==> config.mk <==
export PLATFORM = sky130hd
export DESIGN_NAME = ifu_fetch_flat
export DESIGN_NICKNAME = d
export VERILOG_FILES = /design/src/rtl/ifu_fetch_if.sv /design/src/rtl/ifu_fetch.sv /design/src/flat_wrapper.sv
export SDC_FILE = /design/constraint.sdc
export NUM_CORES = 1
export LEC_CHECK = 0
export BUFFER_PORTS_ARGS = -buffer_cell sky130_fd_sc_hd__buf_2
export CAP_MARGIN = 20
export CORE_MARGIN = 2
export CORE_UTILIZATION = 30
export DETAILED_ROUTE_END_ITERATION = 8
export HOLD_SLACK_MARGIN = 0.12
export PLACE_DENSITY_LB_ADDON = 0.12
export SLEW_MARGIN = 20
export SYNTH_ARGS = -nofsm -noshare
export SYNTH_HDL_FRONTEND = slang
export SYNTH_SLANG_ARGS = --single-unit
export TNS_END_PERCENT = 5
==> constraint.sdc <==
create_clock -name clock -period 4.9 [get_ports clock]
set_input_delay 0.49 -clock clock [delete_from_list [all_inputs] [get_ports clock]]
set_output_delay 0.49 -clock clock [all_outputs]
set_load 0.02 [all_outputs]
==> src/rtl/ifu_fetch_if.sv <==
// Handshake bundle for the fetch stage: instruction-memory request/response
// channels plus the {pc, inst} valid/ready channel toward decode.
// master = fetch unit side, slave = memory/decode side (testbench or neighbours).
interface ifu_fetch_if;
   // instruction-memory request channel
   logic        mem_req_valid;
   logic        mem_req_ready;
   logic [31:0] mem_req_addr;
   // instruction-memory response channel
   logic        mem_rsp_valid;
   logic        mem_rsp_ready;
   logic [31:0] mem_rsp_data;
   // channel toward decode
   logic        out_valid;
   logic        out_ready;
   logic [31:0] out_pc;
   logic [31:0] out_inst;

   modport master (
      output mem_req_valid, mem_req_addr, mem_rsp_ready, out_valid, out_pc, out_inst,
      input  mem_req_ready, mem_rsp_valid, mem_rsp_data, out_ready
   );

   modport slave (
      input  mem_req_valid, mem_req_addr, mem_rsp_ready, out_valid, out_pc, out_inst,
      output mem_req_ready, mem_rsp_valid, mem_rsp_data, out_ready
   );
endinterface

==> src/rtl/ifu_fetch.sv <==
// Instruction fetch: one outstanding word fetch, static prediction, 1-entry out buffer.
// Latency: request one cycle after the previous response; out_valid the cycle after rsp.
// Backpressure: mem_rsp_ready drops while the buffer is full and decode is stalled.
// Ports: clock/reset (sync, active-high); flush/flush_dnpc and jump_flush/jump_dnpc
// redirects (flush wins); bus = memory req/rsp + decode {pc, inst} handshakes.
module ifu_fetch #(
   parameter logic [31:0] RESET_PC = 32'h3000_0000
) (
   input  logic         clock,
   input  logic         reset,
   input  logic         flush,
   input  logic [31:0]  flush_dnpc,
   input  logic         jump_flush,
   input  logic [31:0]  jump_dnpc,
   ifu_fetch_if.master  bus
);

   typedef enum logic [1:0] {IDLE, REQ, WAIT} state_t;

   state_t      state_q;
   logic [31:0] pc_q;        // address the next fresh request must use
   logic [31:0] req_addr_q;  // address on the bus / of the outstanding request
   logic        discard_q;   // outstanding or pending request is stale
   logic        buf_valid_q;
   logic [31:0] buf_pc_q;
   logic [31:0] buf_inst_q;

   logic        redirect;
   logic [31:0] target;
   logic        req_fire;
   logic        rsp_fire;
   logic        out_fire;
   logic [31:0] imm_j;
   logic [31:0] imm_b;
   logic [31:0] pred_pc;

   assign redirect = flush | jump_flush;
   assign target   = flush ? flush_dnpc : jump_dnpc;

   assign bus.mem_req_valid = (state_q == REQ);
   assign bus.mem_req_addr  = req_addr_q;
   // Only meaningful while a response is awaited; held low elsewhere.
   assign bus.mem_rsp_ready = (state_q == WAIT) & (discard_q | ~buf_valid_q | bus.out_ready);
   assign bus.out_valid     = buf_valid_q & ~redirect;
   assign bus.out_pc        = buf_pc_q;
   assign bus.out_inst      = buf_inst_q;

   assign req_fire = bus.mem_req_valid & bus.mem_req_ready;
   assign rsp_fire = bus.mem_rsp_valid & bus.mem_rsp_ready;
   assign out_fire = bus.out_valid & bus.out_ready;

   // Static prediction on the returned word, relative to its request address.
   assign imm_j = {{11{bus.mem_rsp_data[31]}}, bus.mem_rsp_data[31], bus.mem_rsp_data[19:12],
                   bus.mem_rsp_data[20], bus.mem_rsp_data[30:21], 1'b0};
   assign imm_b = {{19{bus.mem_rsp_data[31]}}, bus.mem_rsp_data[31], bus.mem_rsp_data[7],
                   bus.mem_rsp_data[30:25], bus.mem_rsp_data[11:8], 1'b0};

   always_comb begin
      pred_pc = req_addr_q + 32'd4;
      if (bus.mem_rsp_data[6:2] == 5'b11011)
         pred_pc = req_addr_q + imm_j;
      else if (bus.mem_rsp_data[6:2] == 5'b11000 && bus.mem_rsp_data[31])
         pred_pc = req_addr_q + imm_b;
   end

   always_ff @(posedge clock) begin
      if (reset) begin
         state_q     <= IDLE;
         pc_q        <= RESET_PC;
         req_addr_q  <= RESET_PC;
         discard_q   <= 1'b0;
         buf_valid_q <= 1'b0;
         buf_pc_q    <= '0;
         buf_inst_q  <= '0;
      end else begin
         case (state_q)
            IDLE: begin
               state_q    <= REQ;
               req_addr_q <= redirect ? target : pc_q;
            end
            REQ: begin
               // Address stays put even across a redirect; the response gets dropped.
               if (req_fire)
                  state_q <= WAIT;
            end
            WAIT: begin
               if (rsp_fire) begin
                  state_q <= REQ;
                  if (redirect)
                     req_addr_q <= target;
                  else if (discard_q)
                     req_addr_q <= pc_q;
                  else
                     req_addr_q <= pred_pc;
               end
            end
            default: state_q <= IDLE;
         endcase

         if (redirect)
            pc_q <= target;
         else if (rsp_fire && !discard_q)
            pc_q <= pred_pc;

         // A request still pending or in flight after this edge belongs to the old path.
         if (redirect && ((state_q == REQ) || (state_q == WAIT && !rsp_fire)))
            discard_q <= 1'b1;
         else if (rsp_fire)
            discard_q <= 1'b0;

         if (rsp_fire && !discard_q && !redirect) begin
            buf_valid_q <= 1'b1;
            buf_pc_q    <= req_addr_q;
            buf_inst_q  <= bus.mem_rsp_data;
         end else if (redirect || out_fire) begin
            buf_valid_q <= 1'b0;
         end
      end
   end

endmodule

==> src/flat_wrapper.sv <==
// flat-port wrapper written by rule: the top's interface ports become plain ports
module ifu_fetch_flat 
#(
   parameter logic [31:0] RESET_PC = 32'h3000_0000
)
  (clock, reset, flush, flush_dnpc, jump_flush, jump_dnpc, bus_mem_req_valid, bus_mem_req_addr, bus_mem_rsp_ready, bus_out_valid, bus_out_pc, bus_out_inst, bus_mem_req_ready, bus_mem_rsp_valid, bus_mem_rsp_data, bus_out_ready);
  ifu_fetch_if bus_i ();
  input  logic clock;
  input  logic reset;
  input  logic flush;
  input  logic [31:0] flush_dnpc;
  input  logic jump_flush;
  input  logic [31:0] jump_dnpc;
  output wire logic [$bits(bus_i.mem_req_valid)-1:0] bus_mem_req_valid;
  output wire logic [$bits(bus_i.mem_req_addr)-1:0] bus_mem_req_addr;
  output wire logic [$bits(bus_i.mem_rsp_ready)-1:0] bus_mem_rsp_ready;
  output wire logic [$bits(bus_i.out_valid)-1:0] bus_out_valid;
  output wire logic [$bits(bus_i.out_pc)-1:0] bus_out_pc;
  output wire logic [$bits(bus_i.out_inst)-1:0] bus_out_inst;
  input wire logic [$bits(bus_i.mem_req_ready)-1:0] bus_mem_req_ready;
  input wire logic [$bits(bus_i.mem_rsp_valid)-1:0] bus_mem_rsp_valid;
  input wire logic [$bits(bus_i.mem_rsp_data)-1:0] bus_mem_rsp_data;
  input wire logic [$bits(bus_i.out_ready)-1:0] bus_out_ready;
  assign bus_mem_req_valid = bus_i.mem_req_valid;
  assign bus_mem_req_addr = bus_i.mem_req_addr;
  assign bus_mem_rsp_ready = bus_i.mem_rsp_ready;
  assign bus_out_valid = bus_i.out_valid;
  assign bus_out_pc = bus_i.out_pc;
  assign bus_out_inst = bus_i.out_inst;
  assign bus_i.mem_req_ready = bus_mem_req_ready;
  assign bus_i.mem_rsp_valid = bus_mem_rsp_valid;
  assign bus_i.mem_rsp_data = bus_mem_rsp_data;
  assign bus_i.out_ready = bus_out_ready;
  ifu_fetch #(.RESET_PC(RESET_PC)) u_core (.clock(clock), .reset(reset), .flush(flush), .flush_dnpc(flush_dnpc), .jump_flush(jump_flush), .jump_dnpc(jump_dnpc), .bus(bus_i));
endmodule
# Word level (Yosys, flattened, before mapping)
# Index checks and enable logic that the tools add are counted.
word_totals:
  ramBits: 0
  word_cells: 60
  latchBits: 0
  n_memories: 0
  register_bits: 132
  out_inout_bits: 99
  input_bits: 103
  mem_bits_ro: 0
op_classes:
  mul: 0
  add_sub_neg: 3
  muxes: 17
  n_shift: 0
  n_bitwise: 10
  n_eq_ne: 6
  n_lt_le_gt_ge: 0
  div: 0
  reduce_logical: 17
op_table:
  columns: ["operator", "count"]
  rows:
  - ["32-bit two-way mux", 9]
  - ["32-bit adder", 2]
  - ["32-bit one-hot mux with 2 select lines", 1]
  - ["32-bit by 3-bit adder with 32-bit output, second input constant", 1]
  - ["5-bit equality test, second input constant", 2]
  - ["2-bit nonzero test", 4]
  - ["2-bit one-hot mux with 3 select lines", 1]
  - ["1-bit AND", 5]
  - ["1-bit logical AND", 5]
  - ["1-bit two-way mux", 4]
  - ["2-bit two-way mux", 2]
  - ["2-bit AND reduction", 2]
  - ["1-bit zero test", 3]
  - ["1-bit bitwise OR", 3]
  - ["2-bit by 1-bit equality test with 1-bit output, second input constant", 1]
  - ["2-bit equality test, second input constant", 1]
  - ["2-bit zero test", 1]
  - ["1-bit logical OR", 2]
  - ["2-bit by 1-bit inequality test with 1-bit output, second input constant", 1]
  - ["2-bit inequality test, second input constant", 1]
  - ["1-bit NOT", 2]

# Depth between registers and ports, before layout
# Gate-level depths: netlist of the first run.
logic_depth:
  word_depth: 10
  ltp_mapped: 12
  mapped_depth_nobuf: 12

# Least setup slack after synthesis of the first run
# OpenSTA, ideal clock, no wires.
synth_path:
  kind: "register -> register"
  startpoint: "reg u_core.req_addr_q[9] (netlist: u_core.bus.mem_req_addr[9])"
  endpoint: "reg u_core.req_addr_q[31] (netlist: u_core.bus.mem_req_addr[31])"
  t_arrival_ns: 2.833
  path_buffers: 1
  path_slack_ns: 1.940
  period_less_slack_ns: 2.960
  setup_ns: 0.127
  required_time_ns: 4.773
  stages_incl_launch_ff: 12
  cell_sequence: "dfxtp_1 > ha_1 > buf_2 > o21a_1 > a2111oi_2 > or3_4 > a31oi_2 > a21oi_2 > mux2i_1 > a22oi_2 > and3_1 > or3_1"
synth_via:
  elab_chain_len: 7
  elab_cells_between_ends: 9
  classes_between: "3 x add/sub; 6 x mux"
synth_rtl:
  columns: ["item", "line", "text"]
  rows:
  - ["from (decl)", "ifu_fetch.sv:22", "logic [31:0] req_addr_q;"]
  - ["from (signal assigned)", "ifu_fetch.sv:79", "req_addr_q <= redirect ? target : pc_q;"]
  - ["from (signal assigned)", "ifu_fetch.sv:90", "req_addr_q <= target;"]
  - ["from (signal assigned)", "ifu_fetch.sv:92", "req_addr_q <= pc_q;"]
  - ["32-bit by 3-bit adder with 32-bit output / 32-bit adder (equally long branches)", "ifu_fetch.sv:59, ifu_fetch.sv:63", null]
  - ["32-bit two-way mux", "ifu_fetch.sv:62", "else if (bus.mem_rsp_data[6:2] == 5'b11000 && bus.mem_rsp_data[31])"]
  - ["32-bit two-way mux (*)", "ifu_fetch.sv:60", "if (bus.mem_rsp_data[6:2] == 5'b11011)"]
  - ["32-bit two-way mux (*)", "ifu_fetch.sv:91", "else if (discard_q)"]
  - ["32-bit two-way mux (*)", "ifu_fetch.sv:89", "if (redirect)"]
  - ["32-bit two-way mux (*)", "ifu_fetch.sv:87", "if (rsp_fire) begin"]
  - ["32-bit one-hot mux with 2 select lines (*)", "ifu_fetch.sv:76", "case (state_q)"]
# Every way passes the cells marked *; elsewhere a longest branch is shown, timed or not. The select of a mux whose other input is x is not followed.
# A chain may end at the register's enable or synchronous reset.

# Final worst setup path of the first run
layout_path:
  startpoint: "reg u_core.req_addr_q[2] (netlist: u_core.bus.mem_req_addr[2])"
  endpoint: "reg u_core.req_addr_q[17] (netlist: u_core.bus.mem_req_addr[17])"
# Same word-level chain as after synthesis.

==> results of run 1 <==
==> critical path, delay by kind of cell (launching register included) <==
family	cells	cell delay, ns
adder cells (fa/ha/maj)	1	0.46
buffers and inverters	1	0.19
XOR/XNOR	1	0.14
AND/OR/NAND/NOR	2	0.30
AO/OA/AOI/OAI	6	1.57
flip-flops	1	0.67
==> where the power goes <==
part | internal (W) | leakage (nW) | total (W) | switching (W)
sequential | 0.00113 | 1.08 | 0.00124 | 0.000108
combinational | 0.000406 | 3.50 | 0.00112 | 0.000711
clock | 0.000722 | 0.284 | 0.00132 | 0.000600
total | 0.00226 | 4.86 | 0.00368 | 0.00142
==> layout make-up <==
class,instances,area (um2)
Fill cell,3402,20020
Clock buffer,17,425.4
Multi-Input combinational cell,1092,6595
Sequential cell,132,2643
Tap cell,402,503.0
Inverter,24,90.09
Clock inverter,15,161.4
Timing Repair Buffer,226,1196
==> logic make-up (layout without fill, tap and decap cells) <==
kind of cell / Yosys count / count (layout) / synth area share (%)
AO/OA/AOI/OAI: 484 / 484 / 32.95
flip-flops: 132 / 132 / 27.35
AND/OR/NAND/NOR: 505 / 505 / 23.59
adder cells (fa/ha/maj): 46 / 46 / 6.113
XOR/XNOR: 46 / 46 / 4.170
multiplexers: 11 / 11 / 1.179
buffers and inverters: 114 / 282 / 4.650
==> through the flow <==
stage | cell area, um2 | total power, W | setup WS, ns | instances | hold WS [ns]
2_1_floorplan | 9661 | 0.001979 | 1.940 | 1338 | 0.4408
3_3_place_gp | 11030 | 0.002369 | 1.087 | 1876 | 0.4383
3_5_place_dp | 11030 | 0.002363 | 1.129 | 1876 | 0.4432
4_1_cts | 11610 | 0.003703 | 1.411 | 1908 | 0.2742
5_1_grt | 11610 | 0.003882 | 1.125 | 1908 | 0.2867
6_report | 11610 | 0.003680 | 1.405 | 1908 | 0.2900
==> state kept, by name, summed over array words and instances (netlist names) <==
signal                   flops
u_core.state_q               2
u_core.bus.out_inst         32
u_core.pc_q                 32
u_core.buf_valid_q           1
u_core.bus.out_pc           32
u_core.discard_q             1
u_core.bus.mem_req_addr     32
==> cell usage after synthesis (all sizes together), types with 12 or more instances <==
| cell type | n | share of area [%] |
|---|---|---|
| a211oi | 26 | 2.0 |
| a21o | 29 | 2.3 |
| a21oi | 156 | 8.3 |
| a22o | 13 | 1.2 |
| a22oi | 24 | 1.9 |
| a31oi | 28 | 1.9 |
| and3 | 16 | 1.0 |
| buf | 20 | 1.0 |
| clkbuf | 70 | 2.7 |
| dfxtp | 132 | 27 |
| ha | 44 | 5.7 |
| inv | 24 | 0.93 |
| nand2 | 236 | 9.2 |
| nand2b | 17 | 1.1 |
| nand3 | 31 | 1.6 |
| nand4 | 20 | 1.3 |
| nor2 | 101 | 3.9 |
| nor3 | 36 | 2.0 |
| o211ai | 14 | 1.1 |
| o21ai | 84 | 4.4 |
| or3 | 12 | 0.83 |
| xnor2 | 23 | 2.1 |
| xor2 | 23 | 2.1 |
==> final timing paths <==
| path | end | cells after the start | from |
|---|---|---|---|
| worst max-delay path | u_core.bus.mem_req_addr[17] | 11 | u_core.bus.mem_req_addr[2] |
| worst min register to register | u_core.bus.out_pc[12] | 2 | u_core.bus.out_pc[12] |
| worst min-delay path | u_core.bus.out_inst[1] | 3 | bus_mem_rsp_data[1] |
| worst max register to register | u_core.bus.mem_req_addr[17] | 11 | u_core.bus.mem_req_addr[2] |
==> per-layer routing <==
metal	routed length (um)	up-vias	GRT usage (%)
li1	-	5226	-
met1	19180	4918	33.95
met2	16000	401	32.74
met3	2776	12	3.823
met4	232	0	4.000
met5	0	-	0
==> run summary, run 1 <==
run status: completed
Die X: 183.5 um
GPL Wtd Cong: 0.8898
Final Skew: 0.02229 ns
drt drc: 0
vias per cell: 5.533
crit path capture type: flip-flop
required time worst endpoint: 5.19 ns
Least-Margin Pin Slew: 0.8774 ns
Hold Crit Class: in -> reg
top_reg_cell synth: dfxtp_1
post-CTS setup buffers: 0
most common cell after layout, fill and taps aside: nand2_1
Rel. slew slack: 41.38%
vias in the first global route: 9543
max-slew violations: 0
Peak VDD IR: 0.2491 mV
DRT antenna net count: 0
Die Ht: 183.5 um
Max clock buf depth: 2
Final HPWL DP: 27860 um
Critical Path Max Stage Delay: 0.71 ns
CTS sink cnt: 132
critical path fanouts, max: 11
warnings from Yosys: 0
final core occ: 36.71%
slowest stage cell, crit path: a221oi_1
largest net degree at the start of global routing: 68
Hold Vio Cnt, Final: 0
syn_area_per_cell: 7.220 um2
Port Buffer Count: 201
Layout area overhead: 20.22%
CP cell instances: inv_1 > fa_1 > nor2b_1 > o31a_1 > a21oi_4 > nand2_1 > a31oi_1 > o21ai_0 > xor2_1 > a221oi_1 > a21oi_1
number of flops mapped to enable cells by yosys: 0
worst-skew pair later-pin latency: 0.45 ns
Highest Clock Rate: 0.2861 GHz
post-synthesis sequential area ratio: 27.35%
power density cells: 316.9 mW/mm2
commonest non-fill, non-tap cells in the layout: 234 x nand2_1, 200 x buf_2, 152 x a21oi_1
Avg WL per Cell: 20.01 um
H-tree depth: 4
layout cell share with drive strength beyond 1: 19.19%
Final min period: 3.495 ns
# diodes: 0
root buffer cell: clkbuf_16
Syn Inst Count: 1338
total clock buffers created by CTS: 17
setup TNS: 0 ns
die area: 0.03365 mm2
Final period util: 71.33%
Max-Cap Viols: 0
Setup Crit Path Kind: reg -> reg
gr usage total: 22.27%
Final #Nets: 1642
Reg clk slew, reported paths: 0.07 ns
synthesized flop and latch total: 132
Post-Syn Nets: 1487
Leak: 4.864 nW
Post-CTS Hold Fix Bufs: 0
Critical Path AT: 3.78 ns
Initial Util: 30.54%
num rows: 65
RSZ-0062 raised after global routing: no
initial drt markers: 768
R2R setup slack: 1.40 ns
first-pass GRT wire length: 58080 um
Mapped Area: 0.009661 mm2
Startpoint Class: flip-flop
synth unique cells: 79
ys async rst share: 0%
grt ovf: 0
core area: 0.03164 mm2
CTS tree: done
WL final: 38180 um
vias: 10560
CTS resizes: 0
io pins: 202
initial antenna violation count: 0
Pre-antenna DRT Iters: 5
setup violators final: 0
No activity file was read; power rests on OpenSTA's default activity.
==> inputs of run 2 (changes only) <==
Clock period 4.9 ns to 2.95 ns, I/O delays scaled along.
==> run summary, run 2 (synthesis results as in run 1) <==
root buffer cell: clkbuf_16
Max clock buf depth: 2
Inst Count DP: 2051
# diodes: 0
Critical Path Max Stage Delay: 0.38 ns
Startpoint Class: flip-flop
largest net degree at the start of global routing: 66
max-slew violations: 0
Max-Cap Viols: 0
Crit path top cell by count: a21oi_4
vias per cell: 5.406
CTS sink cnt: 132
internal power: 0.004119 W
Final HPWL DP: 31110 um
initial antenna violation count: 2
setup violators final: 0
die area: 0.03365 mm2
Avg WL per Cell: 19.65 um
Reg clk slew, reported paths: 0.07 ns
Leak: 5.912 nW
first-pass GRT wire length: 62800 um
dpl cell area: 0.01243 mm2
required time worst endpoint: 3.27 ns
Final period util: 99.14%
Flop pwr share: 29.7%
grt ovf: 0
WL final: 41540 um
Rel. slew slack: 46.52%
CTS tree: done
slowest stage cell, crit path: dfxtp_4
fin area: 0.01357 mm2
num rows: 65
Logic pwr share: 38.0%
DRT antenna net count: 0
power density cells: 492.4 mW/mm2
crit path capture type: flip-flop
Highest Clock Rate: 0.3419 GHz
Setup Crit Path Kind: reg -> reg
RSZ-0062 raised after global routing: yes
Initial Util: 30.54%
most common cell after layout, fill and taps aside: nand2_1
Critical Path AT: 3.25 ns
layout cell share with drive strength beyond 1: 29.91%
Die Ht: 183.5 um
vias: 11430
Final min period: 2.925 ns
total clock buffers created by CTS: 17
Post-Place Worst Slack: -0.2163 ns
Clock Power Share: 32.4%
core area: 0.03164 mm2
worst-skew pair later-pin latency: 0.44 ns
fillers: 3325
run status: completed
Hold Vio Cnt, Final: 0
Final #Nets: 1848
Pre-antenna DRT Iters: 8
setup TNS: 0 ns
Peak VDD IR: 0.4181 mV
H-tree depth: 4
Final Skew: 0.01487 ns
commonest non-fill, non-tap cells in the layout: 233 x nand2_1, 200 x buf_2, 198 x buf_4
Die X: 183.5 um
Least-Margin Pin Slew: 0.8023 ns
critical path fanouts, max: 4
vias in the first global route: 10610
final hold slack: 0.1410 ns
CP cell instances: ha_1 > buf_4 > nor2b_2 > o31a_1 > a21oi_4 > a31oi_4 > a21oi_4 > mux2i_1 > a22oi_2 > and3_1 > or3_1
gr usage total: 24.39%
GPL Wtd Cong: 0.8927
final worst-path setup slack: 0.02524 ns
Hold Crit Class: in -> reg
drt drc: 0
Sw Share: 38.34%
initial drt markers: 935
non-filler cells, final: 2114
Layout area overhead: 40.44%
io pins: 202
Psw: 0.002561 W
Port Buffer Count: 201
## run 2: changes by cell type in the layout (fill, tap and decap cells not counted), moves of 4 or more
cell,before,now
a211oi_1,26,21
buf_12,0,7
a21oi_1,152,148
a211oi_2,0,5
buf_4,26,198
o21ai_1,4,11
dlygate4sd3_1,0,27
o21ai_0,80,73
## run 2: critical path: cells and delay by family (launching register included)
family          cells  cell delay (ns)
mux                 1             0.23
fa+ha+maj           1             0.29
compound gates      5             1.08
simple gates        3             0.68
buf+inv             1             0.14
flops               1             0.38
## run 2: cell type report
cell class / instances / area [um2] / share of cell area (%)
clock buffers: 18 / 439.2 / 3.237
flip-flops and latches: 132 / 2649 / 19.52
inverters: 24 / 90.09 / 0.6640
well taps: 402 / 503.0 / 3.707
multi-input cells: 1092 / 6857 / 50.54
clock inverters: 14 / 131.4 / 0.9684
repair buffers: 432 / 2898 / 21.36
## run 2: layer usage
metal | wire length (um) | share of wire [%] | global-route usage, %
met5 | 24 | 0.058 | 0
met4 | 448 | 1.1 | 5.824
met3 | 2779 | 6.7 | 4.814
met2 | 17390 | 42 | 35.65
met1 | 20900 | 50 | 36.39
## run 2: timing repair
item,in CTS,in global routing
buffers inserted,0,4
gates cloned,0,0
pin swaps,2,21
hold buffers,27,0
setup endpoints to repair,16,43
gates resized for setup,7,56
endpoints found under the hold margin,28,0
## run 2: power by group through the flow
stage	Combinational (W)	Sequential, W	Clock (W)
2_1_floorplan	0.00119	0.00210	0
3_3_place_gp	0.00237	0.00202	0
5_1_grt	0.00276	0.00199	0.00229
4_1_cts	0.00243	0.00198	0.00221
6_report	0.00254	0.00198	0.00216
3_5_place_dp	0.00237	0.00202	0
## run 2: path summary, 6_finish.rpt
path | start | to | slack (ns) | depth (start not counted)
max | u_core.bus.mem_req_addr[3] | u_core.bus.mem_req_addr[31] | 0.03 | 11
min | bus_mem_rsp_data[2] | u_core.bus.out_inst[2] | 0.14 | 3
max reg2reg | u_core.bus.mem_req_addr[3] | u_core.bus.mem_req_addr[31] | 0.03 | 11
min reg2reg | u_core.bus.out_inst[6] | u_core.bus.out_inst[6] | 0.45 | 2
## run 2: stage by stage
stage	power, W	utilization (%)
6_report	0.006680	42.88
5_1_grt	0.007038	42.88
4_1_cts	0.006609	42.03
3_5_place_dp	0.004391	39.29
3_3_place_gp	0.004390	39.29
2_1_floorplan	0.003288	-
==> inputs of run 3 (changes only) <==
--- a/config.mk
+++ b/config.mk
@@ -11,3 +11,5 @@
 export CORE_UTILIZATION = 30
+export CTS_BUF_LIST = sky130_fd_sc_hd__clkbuf_2 sky130_fd_sc_hd__clkbuf_4 sky130_fd_sc_hd__clkbuf_8
 export DETAILED_ROUTE_END_ITERATION = 8
+export GPL_ROUTABILITY_DRIVEN = 1
 export HOLD_SLACK_MARGIN = 0.12
==> constraint.sdc (replaced) <==
create_clock -name clock -period 2.95 [get_ports clock]
set_input_delay 0 -clock clock [delete_from_list [all_inputs] [get_ports clock]]
set_output_delay 0 -clock clock [all_outputs]
set_load 0.02 [all_outputs]
==> run summary, run 3 (synthesis results as in run 1) <==
run status: completed
met1 Track Usage GR: 36.98%
layout cell share with drive strength beyond 1: 27.58%
WL final: 42220 um
Initial Util: 30.54%
crit path capture type: flip-flop
met3 Track Usage GR: 4.081%
gr usage total: 24.66%
CTS sink cnt: 132
commonest non-fill, non-tap cells in the layout: 233 x nand2_1, 200 x buf_2, 171 x buf_4
Max clock buf depth: 2
core area: 0.03164 mm2
final worst-path setup slack: 0.03530 ns
Final min period: 2.915 ns
Die Ht: 183.5 um
H-tree depth: 4
fin area: 0.01395 mm2
Highest Clock Rate: 0.3431 GHz
max-slew violations: 0
initial antenna violation count: 1
Psw: 0.002405 W
power density cells: 444.7 mW/mm2
sink of the worst hold path: u_core.bus.mem_req_addr[28]
Final period util: 98.80%
internal power: 0.003797 W
Clock Power Share: 26.6%
RSZ-0062 raised after global routing: yes
initial drt markers: 921
Final #Nets: 1898
die area: 0.03365 mm2
Max-Cap Viols: 0
root buffer cell: clkbuf_8
Final HPWL DP: 30800 um
most common cell after layout, fill and taps aside: nand2_1
Startpoint Class: flip-flop
Reg clk slew, reported paths: 0.10 ns
vias: 11710
Peak VDD IR: 0.2780 mV
num rows: 65
io pins: 202
GPL Wtd Cong: 0.8873
Critical Path AT: 3.27 ns
Flop pwr share: 31.8%
Leak: 6.008 nW
Inst Count DP: 2024
dpl cell area: 0.01223 mm2
first-pass GRT wire length: 64020 um
setup violators final: 0
DRT antenna net count: 0
Sw Share: 38.78%
critical path fanouts, max: 5
worst-skew pair later-pin latency: 0.48 ns
Layout area overhead: 44.36%
drt drc: 0
R2R Path End: u_core.pc_q[26]
CTS tree: done
# diodes: 0
grt ovf: 0
vias per cell: 5.412
busiest grt layer: met1
total clock buffers created by CTS: 17
non-filler cells, final: 2164
Avg WL per Cell: 19.51 um
Least-Margin Pin Slew: 0.7955 ns
vias in the first global route: 10940
Hold Vio Cnt, Final: 0
Post-Place Worst Slack: -0.09637 ns
Logic pwr share: 41.6%
Pre-antenna DRT Iters: 6
required time worst endpoint: 3.31 ns
Port Buffer Count: 201
Die X: 183.5 um
Final Skew: 0.02115 ns
setup TNS: 0 ns
R2R Path Start: u_core.bus.mem_req_addr[12]
WHS Path Cells: 5
Hold Crit Class: in -> reg
CP startpoint: u_core.bus.mem_req_addr[12]
cell count of the worst reg-to-reg path: 11
GR Layer Usage met2: 36.72%
R2R setup slack: 0.04 ns
HP Start: flush_dnpc[28]
Rel. slew slack: 46.91%
largest net degree at the start of global routing: 65
Setup Crit Path Kind: reg -> reg
-- run 3: changes by cell type in the layout (fill, tap and decap cells not counted), moves of 4 or more --
| cell | before | now |
|---|---|---|
| inv_8 | 5 | 0 |
| buf_4 | 198 | 171 |
| clkbuf_8 | 1 | 18 |
| clkbuf_16 | 17 | 0 |
| dfxtp_1 | 129 | 125 |
| dfxtp_2 | 2 | 7 |
| dlygate4sd3_1 | 27 | 104 |
-- run 3: metal layers --
layer | routed length [um] | share of wire [%]
met1 | 21020 | 50
met2 | 17920 | 42
met3 | 2843 | 6.7
met4 | 432 | 1.0
met5 | 0 | 0
-- run 3: how the worst max path moves through the flow --
stage                                  endpoint  slack, ns
floorplan           u_core.bus.mem_req_addr[31]      0.004
detailed placement              u_core.pc_q[22]       -0.1
global placement    u_core.bus.mem_req_addr[20]      -0.08
global route        u_core.bus.mem_req_addr[17]      -0.11
CTS                 u_core.bus.mem_req_addr[29]      -0.07
finish                          u_core.pc_q[26]       0.04
-- run 3: area by class of cell --
type	instances	area [um2]
well taps	402	503.0
fillers	3272	17690
repair buffers	482	3466
clock buffers	19	255.2
multi-input cells	1092	6832
clock inverters	13	148.9
inverters	24	90.09
flip-flops and latches	132	2651
-- run 3: what timing repair did --
action / 4_1_cts / 5_1_grt
setup endpoints to repair: 17 / 39
buffers inserted: 0 / 4
resized for setup: 7 / 54
hold buffers: 104 / 0
cloned: 0 / 0
hold endpoints to repair: 87 / 0
pin swaps: 2 / 22
-- run 3: critical path, stage by stage, from the launching register on --
cell and delay (ns):
dfxtp_1 0.35, buf_12 0.14, ha_2 0.37, nand2_1 0.10, buf_4 0.15, nor3_1 0.17
o21ai_1 0.17, a211o_1 0.40, a2111o_1 0.38, o211a_1 0.16, and2_1 0.17, o31a_1 0.22
-- run 3: power groups by stage --
stage / Sequential (W) / Clock, W / Combinational, W
after global placement: 0.00201 / 0 / 0.00232
after CTS: 0.00197 / 0.00170 / 0.00247
after global routing: 0.00198 / 0.00178 / 0.00279
final: 0.00197 / 0.00165 / 0.00258
after detailed placement: 0.00201 / 0 / 0.00232
after floorplan: 0.00210 / 0 / 0.00119
-- run 3: metrics by stage --
stage          hold WS, ns  power [W]  util (%)
2_1_floorplan       0.1360   0.003288         -
3_5_place_dp        0.2483   0.004329     38.65
3_3_place_gp        0.2442   0.004329     38.65
5_1_grt             0.1626   0.006552     44.08
4_1_cts             0.1229   0.006138     43.30
6_report            0.1512   0.006202     44.08
